File: src/rtl/vga_pkg.sv
// VGA timing defaults (640x480@60), colour field offsets and count helpers.
// Shared by the timing generator and its axis counters.
package vga_pkg;

  localparam int VGA_H_ACTIVE = 640;
  localparam int VGA_H_FP     = 16;
  localparam int VGA_H_SYNC   = 96;
  localparam int VGA_H_BP     = 48;
  localparam int VGA_V_ACTIVE = 480;
  localparam int VGA_V_FP     = 10;
  localparam int VGA_V_SYNC   = 2;
  localparam int VGA_V_BP     = 33;

  // {R,G,B} field index, multiplied by COLOR_W at the use site
  localparam int R_OFS = 2;
  localparam int G_OFS = 1;
  localparam int B_OFS = 0;

  function automatic int vga_total(
    input int act,
    input int fp,
    input int sync,
    input int bp
  );
    return act + fp + sync + bp;
  endfunction

  function automatic bit vga_fits(
    input int total,
    input int w
  );
    return (total - 1) < (1 << w);
  endfunction

endpackage

File: src/rtl/vga_axis_counter.sv
// One raster axis: wrapping counter plus active and sync window decode.
// o_wrap marks the enabled cycle in which the count returns to zero.
module vga_axis_counter #(
  parameter int CNT_W    = 10,
  parameter int TOTAL    = 800,
  parameter int ACTIVE   = 640,
  parameter int SYNC_BEG = 656,
  parameter int SYNC_END = 752
) (
  input  logic             clk,
  input  logic             rst_n,
  input  logic             i_en,
  output logic [CNT_W-1:0] o_cnt,
  output logic             o_wrap,
  output logic             o_active,
  output logic             o_sync
);

  localparam logic [CNT_W-1:0] L_LAST = CNT_W'(TOTAL - 1);
  // one extra bit so window edges equal to TOTAL do not alias
  localparam logic [CNT_W:0] L_ACT = (CNT_W+1)'(ACTIVE);
  localparam logic [CNT_W:0] L_SB  = (CNT_W+1)'(SYNC_BEG);
  localparam logic [CNT_W:0] L_SE  = (CNT_W+1)'(SYNC_END);

  logic [CNT_W-1:0] r_cnt;
  logic [CNT_W:0]   w_ext;
  logic             w_last;

  assign w_ext  = {1'b0, r_cnt};
  assign w_last = (r_cnt == L_LAST);

  always_ff @(posedge clk or negedge rst_n) begin
    if (!rst_n) begin
      r_cnt <= '0;
    end else if (i_en) begin
      r_cnt <= w_last ? '0 : r_cnt + 1'b1;
    end
  end

  assign o_cnt    = r_cnt;
  assign o_wrap   = i_en & w_last;
  assign o_active = (w_ext < L_ACT);
  assign o_sync   = (w_ext >= L_SB) && (w_ext < L_SE);

endmodule

File: src/rtl/vga_timing_gen.sv
// Parametrised VGA raster timing generator with registered sync/DE/RGB.
// Define VGA_TEST_PATTERN_EN to add test_en and an 8-bar colour pattern.
module vga_timing_gen
  import vga_pkg::*;
#(
  parameter int H_ACTIVE = VGA_H_ACTIVE,
  parameter int H_FP     = VGA_H_FP,
  parameter int H_SYNC   = VGA_H_SYNC,
  parameter int H_BP     = VGA_H_BP,
  parameter int V_ACTIVE = VGA_V_ACTIVE,
  parameter int V_FP     = VGA_V_FP,
  parameter int V_SYNC   = VGA_V_SYNC,
  parameter int V_BP     = VGA_V_BP,
  parameter int HS_POL   = 0,
  parameter int VS_POL   = 0,
  parameter int COLOR_W  = 1,
  parameter int CNT_W    = 10
) (
  input  logic               clk,
  input  logic               rst_n,
  input  logic               pix_ce,
  output logic [CNT_W-1:0]   pix_x,
  output logic [CNT_W-1:0]   pix_y,
  output logic               pix_active,
  input  logic [3*COLOR_W-1:0] pix_data,
`ifdef VGA_TEST_PATTERN_EN
  input  logic               test_en,
`endif
  output logic               hsync,
  output logic               vsync,
  output logic               de,
  output logic [COLOR_W-1:0] red,
  output logic [COLOR_W-1:0] green,
  output logic [COLOR_W-1:0] blue,
  output logic               line_start,
  output logic               frame_start
);

  localparam int H_TOTAL = vga_total(H_ACTIVE, H_FP, H_SYNC, H_BP);
  localparam int V_TOTAL = vga_total(V_ACTIVE, V_FP, V_SYNC, V_BP);
  localparam logic L_HS = 1'(HS_POL);
  localparam logic L_VS = 1'(VS_POL);

  if (!vga_fits(H_TOTAL, CNT_W) || !vga_fits(V_TOTAL, CNT_W)) begin : g_cfg_err
    $error("vga_timing_gen: CNT_W too small for H_TOTAL/V_TOTAL");
  end

  logic w_h_wrap;
  logic w_h_act;
  logic w_h_sync;
  logic w_v_wrap_unused;
  logic w_v_act;
  logic w_v_sync;

  vga_axis_counter #(
    .CNT_W    (CNT_W),
    .TOTAL    (H_TOTAL),
    .ACTIVE   (H_ACTIVE),
    .SYNC_BEG (H_ACTIVE + H_FP),
    .SYNC_END (H_ACTIVE + H_FP + H_SYNC)
  ) u_h_cnt (
    .clk      (clk),
    .rst_n    (rst_n),
    .i_en     (pix_ce),
    .o_cnt    (pix_x),
    .o_wrap   (w_h_wrap),
    .o_active (w_h_act),
    .o_sync   (w_h_sync)
  );

  vga_axis_counter #(
    .CNT_W    (CNT_W),
    .TOTAL    (V_TOTAL),
    .ACTIVE   (V_ACTIVE),
    .SYNC_BEG (V_ACTIVE + V_FP),
    .SYNC_END (V_ACTIVE + V_FP + V_SYNC)
  ) u_v_cnt (
    .clk      (clk),
    .rst_n    (rst_n),
    .i_en     (w_h_wrap),
    .o_cnt    (pix_y),
    .o_wrap   (w_v_wrap_unused),
    .o_active (w_v_act),
    .o_sync   (w_v_sync)
  );

  assign pix_active = w_h_act & w_v_act;

  logic [3*COLOR_W-1:0] w_src;

`ifdef VGA_TEST_PATTERN_EN
  logic [2:0] w_bar;

  // bar = floor(x*8/H_ACTIVE), found by threshold compare instead of a divider
  always_comb begin
    w_bar = '0;
    for (int i = 1; i < 8; i++) begin
      if ({pix_x, 3'b000} >= (CNT_W+3)'(i * H_ACTIVE)) begin
        w_bar = 3'(i);
      end
    end
  end

  assign w_src = test_en ?
    {{COLOR_W{w_bar[2]}}, {COLOR_W{w_bar[1]}}, {COLOR_W{w_bar[0]}}} :
    pix_data;
`else
  assign w_src = pix_data;
`endif

  logic                 r_hs;
  logic                 r_vs;
  logic                 r_de;
  logic [3*COLOR_W-1:0] r_rgb;
  logic                 r_ls;
  logic                 r_fs;

  always_ff @(posedge clk or negedge rst_n) begin
    if (!rst_n) begin
      r_hs  <= ~L_HS;
      r_vs  <= ~L_VS;
      r_de  <= 1'b0;
      r_rgb <= '0;
      r_ls  <= 1'b0;
      r_fs  <= 1'b0;
    end else if (pix_ce) begin
      r_hs  <= w_h_sync ? L_HS : ~L_HS;
      r_vs  <= w_v_sync ? L_VS : ~L_VS;
      r_de  <= pix_active;
      r_rgb <= pix_active ? w_src : '0;
      r_ls  <= (pix_x == '0);
      r_fs  <= (pix_x == '0) && (pix_y == '0);
    end else begin
      r_ls  <= 1'b0;
      r_fs  <= 1'b0;
    end
  end

  assign hsync       = r_hs;
  assign vsync       = r_vs;
  assign de          = r_de;
  assign red         = r_rgb[R_OFS*COLOR_W +: COLOR_W];
  assign green       = r_rgb[G_OFS*COLOR_W +: COLOR_W];
  assign blue        = r_rgb[B_OFS*COLOR_W +: COLOR_W];
  assign line_start  = r_ls;
  assign frame_start = r_fs;

endmodule

File: config.mk
export PLATFORM = sky130hd
export DESIGN_NAME = vga_timing_gen
export DESIGN_NICKNAME = d
export VERILOG_FILES = /design/src/rtl/vga_pkg.sv /design/src/rtl/vga_axis_counter.sv /design/src/rtl/vga_timing_gen.sv
export SDC_FILE = /design/constraint.sdc
export NUM_CORES = 1
export LEC_CHECK = 0
export CAP_MARGIN = 20
export CORE_AREA = 2 2 69 71
export CTS_BUF_LIST = sky130_fd_sc_hd__clkbuf_16
export DETAILED_ROUTE_END_ITERATION = 12
export DIE_AREA = 0 0 71 73
export DONT_BUFFER_PORTS = 1
export SLEW_MARGIN = 20
export SYNTH_ARGS = -nofsm -noshare
export SYNTH_HDL_FRONTEND = slang
export SYNTH_HIERARCHICAL = 1
export SYNTH_SLANG_ARGS = --single-unit
File: constraint.sdc
create_clock -name clk -period 6 [get_ports clk]
set_clock_uncertainty 0.2 [all_clocks]
set_input_delay 1.5 -clock clk [delete_from_list [all_inputs] [get_ports clk]]
set_output_delay 1.5 -clock clk [all_outputs]
set_load 0.02 [all_outputs]
Word-level counts from Yosys, hierarchy flattened
Cells that the tools add are included.
{"block": "classes", "mul": 0, "shift": 0, "div_mod_pow": 0, "magnitude_cmp": 6, "n_bitwise": 2, "n_eq_ne": 2, "muxes": 7, "add_sub_neg": 2, "n_reduce_logical": 5}
{"cell": "10-bit by 1-bit adder with 10-bit output, second input constant", "count": 2}
{"cell": "10-bit == test, second input constant", "count": 2}
{"cell": "10-bit logical NOT", "count": 2}
{"cell": "10-bit < comparator, second input constant", "count": 2}
{"cell": "10-bit by 9-bit < comparator with 1-bit output, second input constant", "count": 2}
{"cell": "10-bit 2-to-1 mux", "count": 2}
{"cell": "10-bit >= comparator, second input constant", "count": 1}
{"cell": "10-bit by 9-bit >= comparator with 1-bit output, second input constant", "count": 1}
{"cell": "1-bit 2-to-1 mux", "count": 4}
{"cell": "1-bit logical AND", "count": 3}
{"cell": "3-bit 2-to-1 mux", "count": 1}
{"cell": "1-bit AND", "count": 2}
{"block": "totals", "mem_bits_ro": 0, "latchBits": 0, "inputBits": 6, "regBits": 28, "word_cells": 32, "ram_bits": 0, "mem_count": 0}

Depth between registers and ports, before layout
{"block": "logic_depth", "word_depth": 3, "depth_mapped": 7, "ltp_nobuf": 6}

Hierarchy
The synthesis kept the hierarchy.
{"module": "vga_axis_counter at u_v_cnt", "cells_each": 60, "area_each_um2": 580.6, "instances": 1}
{"module": "vga_axis_counter at u_h_cnt", "cells_each": 60, "area_each_um2": 564.3, "instances": 1}
{"module": "vga_timing_gen", "cells_each": 33, "area_each_um2": 357.8, "instances": 1}

Worst setup path after synthesis
Ideal clock, no wire load.
{"block": "synth_path", "kind": "input -> register", "startpoint": "input port pix_ce", "endpoint": "register u_v_cnt.r_cnt[7], in the netlist u_v_cnt/o_cnt[7]", "setup_time_ns": 0.080, "n_path_buf": 2, "arrival_time_ns": 2.915, "cell_stages": 7, "setup_slack_ns": 2.804, "required_time_ns": 5.720, "path_cell_list": "buf_2 > nand2_1 > nor4_1 > buf_4 > nand3_1 > nor3_1 > xor2_1"}
{"block": "synth_via", "elab_chain_len": 1}
{"element": "start, declared", "line_no": "vga_timing_gen.sv:21", "text": "input logic pix_ce,"}
{"element": "1-bit AND", "line_no": "vga_axis_counter.sv:41", "text": "assign o_wrap = i_en & w_last;"}
{"element": "via w_h_wrap", "line_no": "vga_timing_gen.sv:48", "text": "logic w_h_wrap;"}
{"element": "end signal, assigned", "line_no": "vga_axis_counter.sv:36", "text": "r_cnt <= w_last ? '0 : r_cnt + 1'b1;"}
{"element": "end, declared", "line_no": "vga_axis_counter.sv:25", "text": "logic [CNT_W-1:0] r_cnt;"}
The timed path passes the listed nets, and every way through them passes these cells.
A chain may end at the register's enable or synchronous reset.

Worst setup path in the final report
{"block": "layout_path", "startpoint": "register u_v_cnt.r_cnt[5], in the netlist u_v_cnt/o_cnt[5]", "endpoint": "output port pix_active"}
{"block": "layout_via", "elab_chain_len": 2}
{"element": "10-bit by 9-bit < comparator with 1-bit output", "line_no": "vga_axis_counter.sv:42", "text": "assign o_active = (w_ext < L_ACT);"}
{"element": "via w_v_act", "line_no": "vga_timing_gen.sv:52", "text": "logic w_v_act;"}
{"element": "1-bit AND", "line_no": "vga_timing_gen.sv:87", "text": "assign pix_active = w_h_act & w_v_act;"}
{"element": "end, declared", "line_no": "vga_timing_gen.sv:24", "text": "output logic pix_active,"}
The timed path passes the listed nets, and every way through them passes these cells.

==> metrics.md <==
| Metric | Value |
|---|---|
| WP data required | 4300 ps |
| Placed inst area | 1540 um^2 |
| Power per standard cell area | 292 nW/um^2 |
| Slew @ Worst Pin | 505 ps |
| Max-cap violations | 0 |
| CTS root buffer | clkbuf_16 |
| First-pass GRT wire length | 5.53 mm |
| Hold WC Path Type | reg -> reg |
| Post-CTS Setup Inserts | 0 |
| DRT Pass-1 Iters | 4 |
| Reg clk slew, reported paths | 70 ps |
| Per-cell routed wire length | 16.4 um |
| Hold path cells | 2 |
| Mean Syn Cell Area | 9.84 um^2 |
| Clk buf depth | 2 |
| Min Tclk post-route | 3290 ps |
| Routed Antenna Nets | 0 |
| Peak Freq | 304 MHz |
| Status | finished, final reports clean |
| Post-DP HPWL | 2.38 mm |
| Routability cong. | 0.775 |
| Crit-path max FO | 8 |
| Core Util, Final | 35.7% |
| Number of I/O port buffers | 0 |
| Max rail drop VDD | 0.0993 mV |
| Max-slew violations | 0 |
| Worst path arrival time | 1590 ps |
| Largest net degree at the start of global routing | 29 |
| DRT Wirelength | 3.36 mm |
| Hold Buf Count CTS | 0 |
| Post-Syn Nets | 162 |
| I/O Pins | 35 |
| DIE WIDTH | 71 um |
| Syn-to-layout area delta | 8.11% |
| H-tree depth | 1 |
| Core area | 4540 um^2 |
| CTS resizes | 0 |
| Worst skew pair latency | 250 ps |
| TritonCTS buffer count | 3 |
| Die Y | 73 um |
| Vias in the first global route | 1119 |
| Drc violations | 0 |
| Hold path endpoint | hsync$_DFFE_PN1P_ |
| Finished Layout Cells | 205 |
| CP Capture Type | output port |
| TritonCTS clock tree | done |
| CP Launch Type | flip-flop |
| # diodes | 0 |
| Fin nets | 163 |
| Setup CP Type | reg -> out |
| Detailed-route via count | 1122 |
| R2R depth | 7 |
| Final Power | 472 uW |
| Cells after synthesis | 152 |
| Vias per Instance | 5.47 |
| R2R Setup Slk | 3620 ps |
| Min-delay src | hsync$_DFFE_PN1P_ |
| Netlist area before placement | 1500 um^2 |
| R2r startpoint | u_h_cnt/o_cnt[0]$_DFFE_PN0P_ |
| Die area | 5180 um^2 |
| Period utilization | 54.9% |
| 1st-iter DRT viols | 48 |
| GRT Total Usage | 13.0% |
| Final setup fails | 0 |
| Layout cells sized above 1 | 9.27% |
| Unrepaired setup endpoints after global routing | no |
| Worst flop-to-flop path endpoint | u_v_cnt/o_cnt[8]$_DFFE_PN0P_ |
| Final instance area | 1620 um^2 |
| Ys Warns | 6 |
| Initial Util | 33.0% |
| Final Hold Vio Count | 0 |
| Max-slew headroom | 66.0% |
| P_leak | 0.699 nW |
| Inst Count DP | 202 |
| Initial antenna violation count | 0 |
| # rows | 25 |
| Total congestion overflow | 0 |
| Setup TNS Final | 0 ps |
| CTS Sinks | 28 |
-- layer usage --
layer	GRT usage, %	vias to the layer above	wire length [um]
met4	4.40	0	23
met5	0	-	0
li1	-	545	-
met1	16.9	557	1510
met2	22.7	18	1730
met3	1.24	2	94
-- worst max-delay path by stage --
stage	startpoint	endpoint	slack [ps]	cells past startpoint
global route	u_v_cnt/o_cnt[5]$_DFFE_PN0P_	pix_active	2630	4
detailed placement	u_v_cnt/o_cnt[5]$_DFFE_PN0P_	pix_active	2970	4
floorplan	pix_ce	u_v_cnt/o_cnt[7]$_DFFE_PN0P_	2810	7
global placement	u_v_cnt/o_cnt[5]$_DFFE_PN0P_	pix_active	3010	4
CTS	u_v_cnt/o_cnt[5]$_DFFE_PN0P_	pix_active	2690	4
finish	u_v_cnt/o_cnt[5]$_DFFE_PN0P_	pix_active	2710	4
-- layout by cell type, fill, tap and decap left out, types with 3 or more instances in the layout --
cell       count
dfrtp_1       26
inv_1         14
nand2_1       14
nand3_1       10
o21ai_0        9
nor3_1         7
nand2b_1       7
nor4_1         5
o22ai_1        5
nand4_1        5
xnor2_1        4
xor2_1         4
ha_1           4
and3_1         3
clkbuf_16      3
a21oi_1        3
-- power breakdown --
part | internal (mW) | switching (mW) | leakage, nW
Sequential | 0.205 | 0.0659 | 0.344
Clock | 0.0883 | 0.0596 | 0.0370
Combinational | 0.0256 | 0.0272 | 0.318
-- cell type report --
class / instances / area (um^2)
sequential: 28 / 703
clock buffer: 3 / 75.1
timing repair buffer: 1 / 7.51
tap: 54 / 67.6
fill: 446 / 2920
inverter: 14 / 52.6
multi-input combinational: 105 / 712
-- state kept, by name, indices dropped and copies added, names as in the netlist --
signal and cells:
de 1, frame_start 1, hsync 1, line_start 1
r_rgb 3, u_h_cnt/o_cnt 10, u_v_cnt/o_cnt 10, vsync 1
-- worst max-delay path, cell delays in order (launching register included) --
cell and delay (ps):
dfrtp_1 550, and3_2 310, a21oi_1 150, nand2_1 140, inv_1 190
-- per-stage QoR --
stage               hold slack [ps]  setup slack (ps)
finish                          327              2710
CTS                             329              2690
global placement                309              3010
global route                    356              2630
floorplan                       297              2810
detailed placement              312              2970
Power figures use the tool's default switching activity.
==> patch 1 (config.mk and constraints unchanged) <==
`CNT_W` is set to 10 in 2 places; all go to 20.
--- a/src/rtl/vga_axis_counter.sv
+++ b/src/rtl/vga_axis_counter.sv
@@ -1,7 +1,7 @@
 // One raster axis: wrapping counter plus active and sync window decode.
 // o_wrap marks the enabled cycle in which the count returns to zero.
 module vga_axis_counter #(
-  parameter int CNT_W    = 10,
+  parameter int CNT_W    = 20,
   parameter int TOTAL    = 800,
   parameter int ACTIVE   = 640,
   parameter int SYNC_BEG = 656,
--- a/src/rtl/vga_timing_gen.sv
+++ b/src/rtl/vga_timing_gen.sv
@@ -14,7 +14,7 @@
   parameter int HS_POL   = 0,
   parameter int VS_POL   = 0,
   parameter int COLOR_W  = 1,
-  parameter int CNT_W    = 10
+  parameter int CNT_W    = 20
 ) (
   input  logic               clk,
   input  logic               rst_n,
Ports: changed (resized pix_x and pix_y); port bits go from 35 to 55. The function was not compared with the original's and may differ.
==> patch 1 against the unedited design <==
Wire length is 64% higher. Power is 65% higher. Synthesized cell count is 63% higher. Setup slack worse by 0.49 ns. Sequential cell count is 20 higher. Register-to-register slack worse by 0.97 ns. Die area stayed put. Core utilization is 25 points higher. Design area is 70% higher. Area after synthesis is 69% higher. Combinational power is 12% higher. Critical path type unchanged.
==> patch 1: results (changes against the unedited design) <==
[power_and_ir_drop]
p_leak_nw = 1.26  ; +81%
ir_worst_vdd_uv = 211  ; +110%
internal_power_w = 0.000561  ; +76%

[setup_path]
regToRegStartpoint = u_h_cnt/o_cnt[18]$_DFFE_PN0P_
startpoint = u_h_cnt/o_cnt[13]$_DFFE_PN0P_
ff2ff_setup_slack_ns = 2.65  ; -0.97 ns
rr_worst_depth = 7  ; unchanged
timing.rr.end = u_v_cnt/o_cnt[14]$_DFFE_PN0P_
cp_max_fo = 6  ; -2
crit_arrival_ns = 2.08  ; +0.49 ns
endpoint = pix_active

[clock_network]
cts_resized = 0  ; unchanged
root_buffer = clkbuf_16
cts_made_buffers = 5  ; +2
h-tree-depth = 2  ; +1
ctsLongestPathBuffers = 2  ; unchanged
cts.clk_slew.worst_paths_ns = 0.06
clock_latency_ns = 0.29  ; +0.04 ns
cts_setup_buffers = 0  ; unchanged

[grt]
grt_pass1_wl_um = 8870  ; +61%
grt_pass1_vias = 1792  ; +60%
antenna_found_initial = 0  ; unchanged
grt_max_degree = 49  ; +69%
grt_usage = 0.219  ; +0.0889
overflow = 0  ; unchanged

[logic_synthesis]
syn_nets = 257  ; +59%
yosysWarnings = 6  ; unchanged

[placed_design]
io_buffers = 0  ; unchanged
post-dp-hpwl_um = 3950  ; +66%
gp_congestion = 0.836  ; +8.0%
place_ws_ns = 2.12  ; -0.848 ns

[drt]
first_pass_iters = 4  ; unchanged
via_per_inst = 6.09  ; +11%
wl_per_cell_um = 18.0  ; +9.7%
drtIter0Drc = 63  ; +31%

[final_layout]
fillCellCount = 368  ; -17%
final_layout_size_suffix_gt1_frac = 0.0988  ; +0.00610
num_antenna_cells = 0  ; unchanged

[sta]
setup_slack_ns = 2.22  ; -0.486 ns
relSlewSlack = 0.547  ; -0.114

[hold_path]
hp-class = flop to flop

[outcome]
status = complete, no violations

-- patch 1: worst min-delay path by stage --
| stage | start | cells after the start | slack (ns) | end |
|---|---|---|---|---|
| 2_1_floorplan | hsync$_DFFE_PN1P_ | 2 | 0.30 | hsync$_DFFE_PN1P_ |
| 3_3_place_gp | vsync$_DFFE_PN1P_ | 2 | 0.32 | vsync$_DFFE_PN1P_ |
| 3_5_place_dp | vsync$_DFFE_PN1P_ | 2 | 0.32 | vsync$_DFFE_PN1P_ |
| 4_1_cts | vsync$_DFFE_PN1P_ | 2 | 0.33 | vsync$_DFFE_PN1P_ |
| 5_1_grt | hsync$_DFFE_PN1P_ | 2 | 0.36 | hsync$_DFFE_PN1P_ |
| 6_report | vsync$_DFFE_PN1P_ | 2 | 0.33 | vsync$_DFFE_PN1P_ |
-- patch 1: power by group through the flow --
stage / registers, W / logic [W] / clock network, W
finish: 0.000410 / 0.0000594 / 0.000308
global route: 0.000415 / 0.0000667 / 0.000322
CTS: 0.000410 / 0.0000588 / 0.000315
detailed placement: 0.000416 / 0.0000588 / 0
global placement: 0.000416 / 0.0000569 / 0
floorplan: 0.000406 / 0.0000521 / 0
-- patch 1: worst max-delay path, stage by stage (launching register included) --
cell and delay (ns):
dfrtp_1 0.52, nor4_1 0.59, nand4b_1 0.20, nor2b_1 0.16, nand2_1 0.12, inv_1 0.20
-- patch 1: metal layers --
metal / vias to the layer above / wire [um] / global-route usage
met2: 43 / 2880 / 0.393
met1: 922 / 2310 / 0.259
met4: 0 / 66 / 0.0629
met5: - / 0 / 0
li1: 899 / - / -
met3: 6 / 269 / 0.0594
-- patch 1: final cells by class --
cell class / count / area (um^2) / area share
Multi-Input combinational cell: 181 / 1260 / 0.458
Clock inverter: 3 / 37.5 / 0.0136
Inverter: 16 / 60.1 / 0.0218
Clock buffer: 5 / 125 / 0.0454
Sequential cell: 48 / 1200 / 0.437
Tap cell: 54 / 67.6 / 0.0245
-- patch 1: stage by stage --
step                      power [W]  utilization  instance area [um^2]  std cells
after floorplan            0.000458            -                  2540        247
after global placement     0.000473        0.571                  2590        299
after detailed placement   0.000474        0.571                  2590        299
after CTS                  0.000783        0.607                  2750        307
after global routing       0.000803        0.608                  2760        307
final                      0.000777        0.608                  2760        307
==> patch 2 (same flow settings) <==
Made on the original files. Register the input `pix_ce` before use. The logic sees it one clock later. The other inputs are not delayed to match.
--- a/src/rtl/vga_timing_gen.sv
+++ b/src/rtl/vga_timing_gen.sv
@@ -41,6 +41,12 @@
   localparam logic L_HS = 1'(HS_POL);
   localparam logic L_VS = 1'(VS_POL);
 
+  logic pix_ce_q;
+
+  always_ff @(posedge clk) begin
+    pix_ce_q <= pix_ce;
+  end
+
   if (!vga_fits(H_TOTAL, CNT_W) || !vga_fits(V_TOTAL, CNT_W)) begin : g_cfg_err
     $error("vga_timing_gen: CNT_W too small for H_TOTAL/V_TOTAL");
   end
@@ -61,7 +67,7 @@
   ) u_h_cnt (
     .clk      (clk),
     .rst_n    (rst_n),
-    .i_en     (pix_ce),
+    .i_en     (pix_ce_q),
     .o_cnt    (pix_x),
     .o_wrap   (w_h_wrap),
     .o_active (w_h_act),
@@ -123,7 +129,7 @@
       r_rgb <= '0;
       r_ls  <= 1'b0;
       r_fs  <= 1'b0;
-    end else if (pix_ce) begin
+    end else if (pix_ce_q) begin
       r_hs  <= w_h_sync ? L_HS : ~L_HS;
       r_vs  <= w_v_sync ? L_VS : ~L_VS;
       r_de  <= pix_active;
Check against the original RTL: not equivalent (Yosys sat finds a counterexample within 4 cycles, from zero or initial values and one cycle with rst_n low).
==> patch 2 against the unedited design <==
Area after synthesis grew 1.3%. Wire length grew 1.7%. Design area is 5.2% higher. Sequential cell count is 1 higher. Power up 23%. Clock power increased by 57%. Register-to-register slack lost 0.21 ns. Largest power group unchanged. Setup slack got worse by 0.045 ns.
==> patch 2: results (changes against the unedited design) <==
[setup_path]
critPathMaxStageDelay_ns = 0.54
ff2ff_setup_slack_ns = 3.41  ; -0.21 ns
crit_arrival_ns = 1.64  ; +0.05 ns
timing.rr.end = u_v_cnt/o_cnt[6]$_DFFE_PN0P_
startpoint = u_v_cnt/o_cnt[5]$_DFFE_PN0P_
slowest_stage = dfrtp_1
cp_max_fo = 8  ; unchanged
regToRegStartpoint = pix_ce_q$_DFF_P_
rr_worst_depth = 6  ; -1

[final_layout]
fillCellCount = 449  ; +0.67%
num_antenna_cells = 0  ; unchanged
final_net_count = 166  ; +1.8%
final_layout_size_suffix_gt1_frac = 0.115  ; +0.0219

[drt]
drtIter0Drc = 38  ; -21%
wl_per_cell_um = 16.2  ; -1.2%
route.vias.total = 1201  ; +7.0%
first_pass_iters = 4  ; unchanged

[logic_synthesis]
syn_nets = 163  ; +0.62%
yosysWarnings = 6  ; unchanged

[clock_network]
clock_latency_ns = 0.27  ; +0.02 ns
cts_resized = 0  ; unchanged
h-tree-depth = 2  ; +1
ctsLongestPathBuffers = 2  ; unchanged
cts_made_buffers = 5  ; +2
root_buffer = clkbuf_16
cts.clk_slew.worst_paths_ns = 0.05  ; -0.02 ns

[grt]
grt_max_degree = 29  ; unchanged
grt_usage = 0.144  ; +0.0138
use_met3 = 0.0580  ; +0.0456
grt_pass1_wl_um = 5720  ; +3.5%
use_met1 = 0.169  ; -0.000269
grt_use_met2 = 0.227  ; unchanged
antenna_found_initial = 0  ; unchanged

[hold_path]
whs_path_depth = 2  ; unchanged
hp-start = hsync$_DFFE_PN1P_
hp-class = flop to flop
holdPathEnd = hsync$_DFFE_PN1P_

[sta]
relSlewSlack = 0.560  ; -0.100
holdWs_ns = 0.320  ; -0.00706 ns

[placed_design]
gp_congestion = 0.900  ; +16%
io_buffers = 0  ; unchanged
post-dp-hpwl_um = 2410  ; +1.3%

[flow_run]
max_cap_viol_count = 0  ; unchanged

[power_and_ir_drop]
ir_worst_vdd_uv = 199  ; +100%
p_leak_nw = 0.730  ; +4.4%

[outcome]
status = complete, no violations

## patch 2: how the worst max path moves through the flow
| stage | depth (start not counted) | endpoint | slack, ns |
|---|---|---|---|
| 5_1_grt | 4 | pix_active | 2.59 |
| 4_1_cts | 4 | pix_active | 2.66 |
| 2_1_floorplan | 4 | pix_active | 3.12 |
| 3_3_place_gp | 4 | pix_active | 2.99 |
| 3_5_place_dp | 4 | pix_active | 2.96 |
| 6_report | 4 | pix_active | 2.66 |
## patch 2: cell type report
| type | count | area [um^2] | area share |
|---|---|---|---|
| multi-input cells | 105 | 712 | 0.418 |
| flip-flops and latches | 29 | 723 | 0.425 |
| inverters | 14 | 52.6 | 0.0309 |
| well taps | 54 | 67.6 | 0.0397 |
| repair buffers | 1 | 7.51 | 0.00441 |
| clock inverters | 3 | 13.8 | 0.00809 |
| clock buffers | 5 | 125 | 0.0735 |
## patch 2: layer usage
layer  share of wire  vias to the layer above
li1                -                      552
met1            0.42                      593
met2            0.47                       49
met3           0.084                        7
met4           0.020                        0
met5               0                        -
## patch 2: power breakdown
part	internal [W]	switching (W)	total [W]
Clock	0.000150	0.0000817	0.000232
Sequential	0.000216	0.0000758	0.000292
Combinational	0.0000276	0.0000279	0.0000555
## patch 2: worst max-delay path: cells and delay by family, from the launching register on
family          cells  cell delay, ns
compound gates      1            0.18
flops               1            0.54
simple gates        2            0.44
buf+inv             1            0.20
## patch 2: metrics by stage
step           instances   util  worst slack [ns]  total power (W)  area (um^2)
6_report             211  0.375              2.66         0.000579         1700
5_1_grt              211  0.375              2.59         0.000611         1700
4_1_cts              211  0.375              2.66         0.000587         1700
3_5_place_dp         203  0.345              2.96         0.000351         1560
3_3_place_gp         203  0.345              2.99         0.000345         1560
2_1_floorplan        153      -              3.12         0.000333         1520
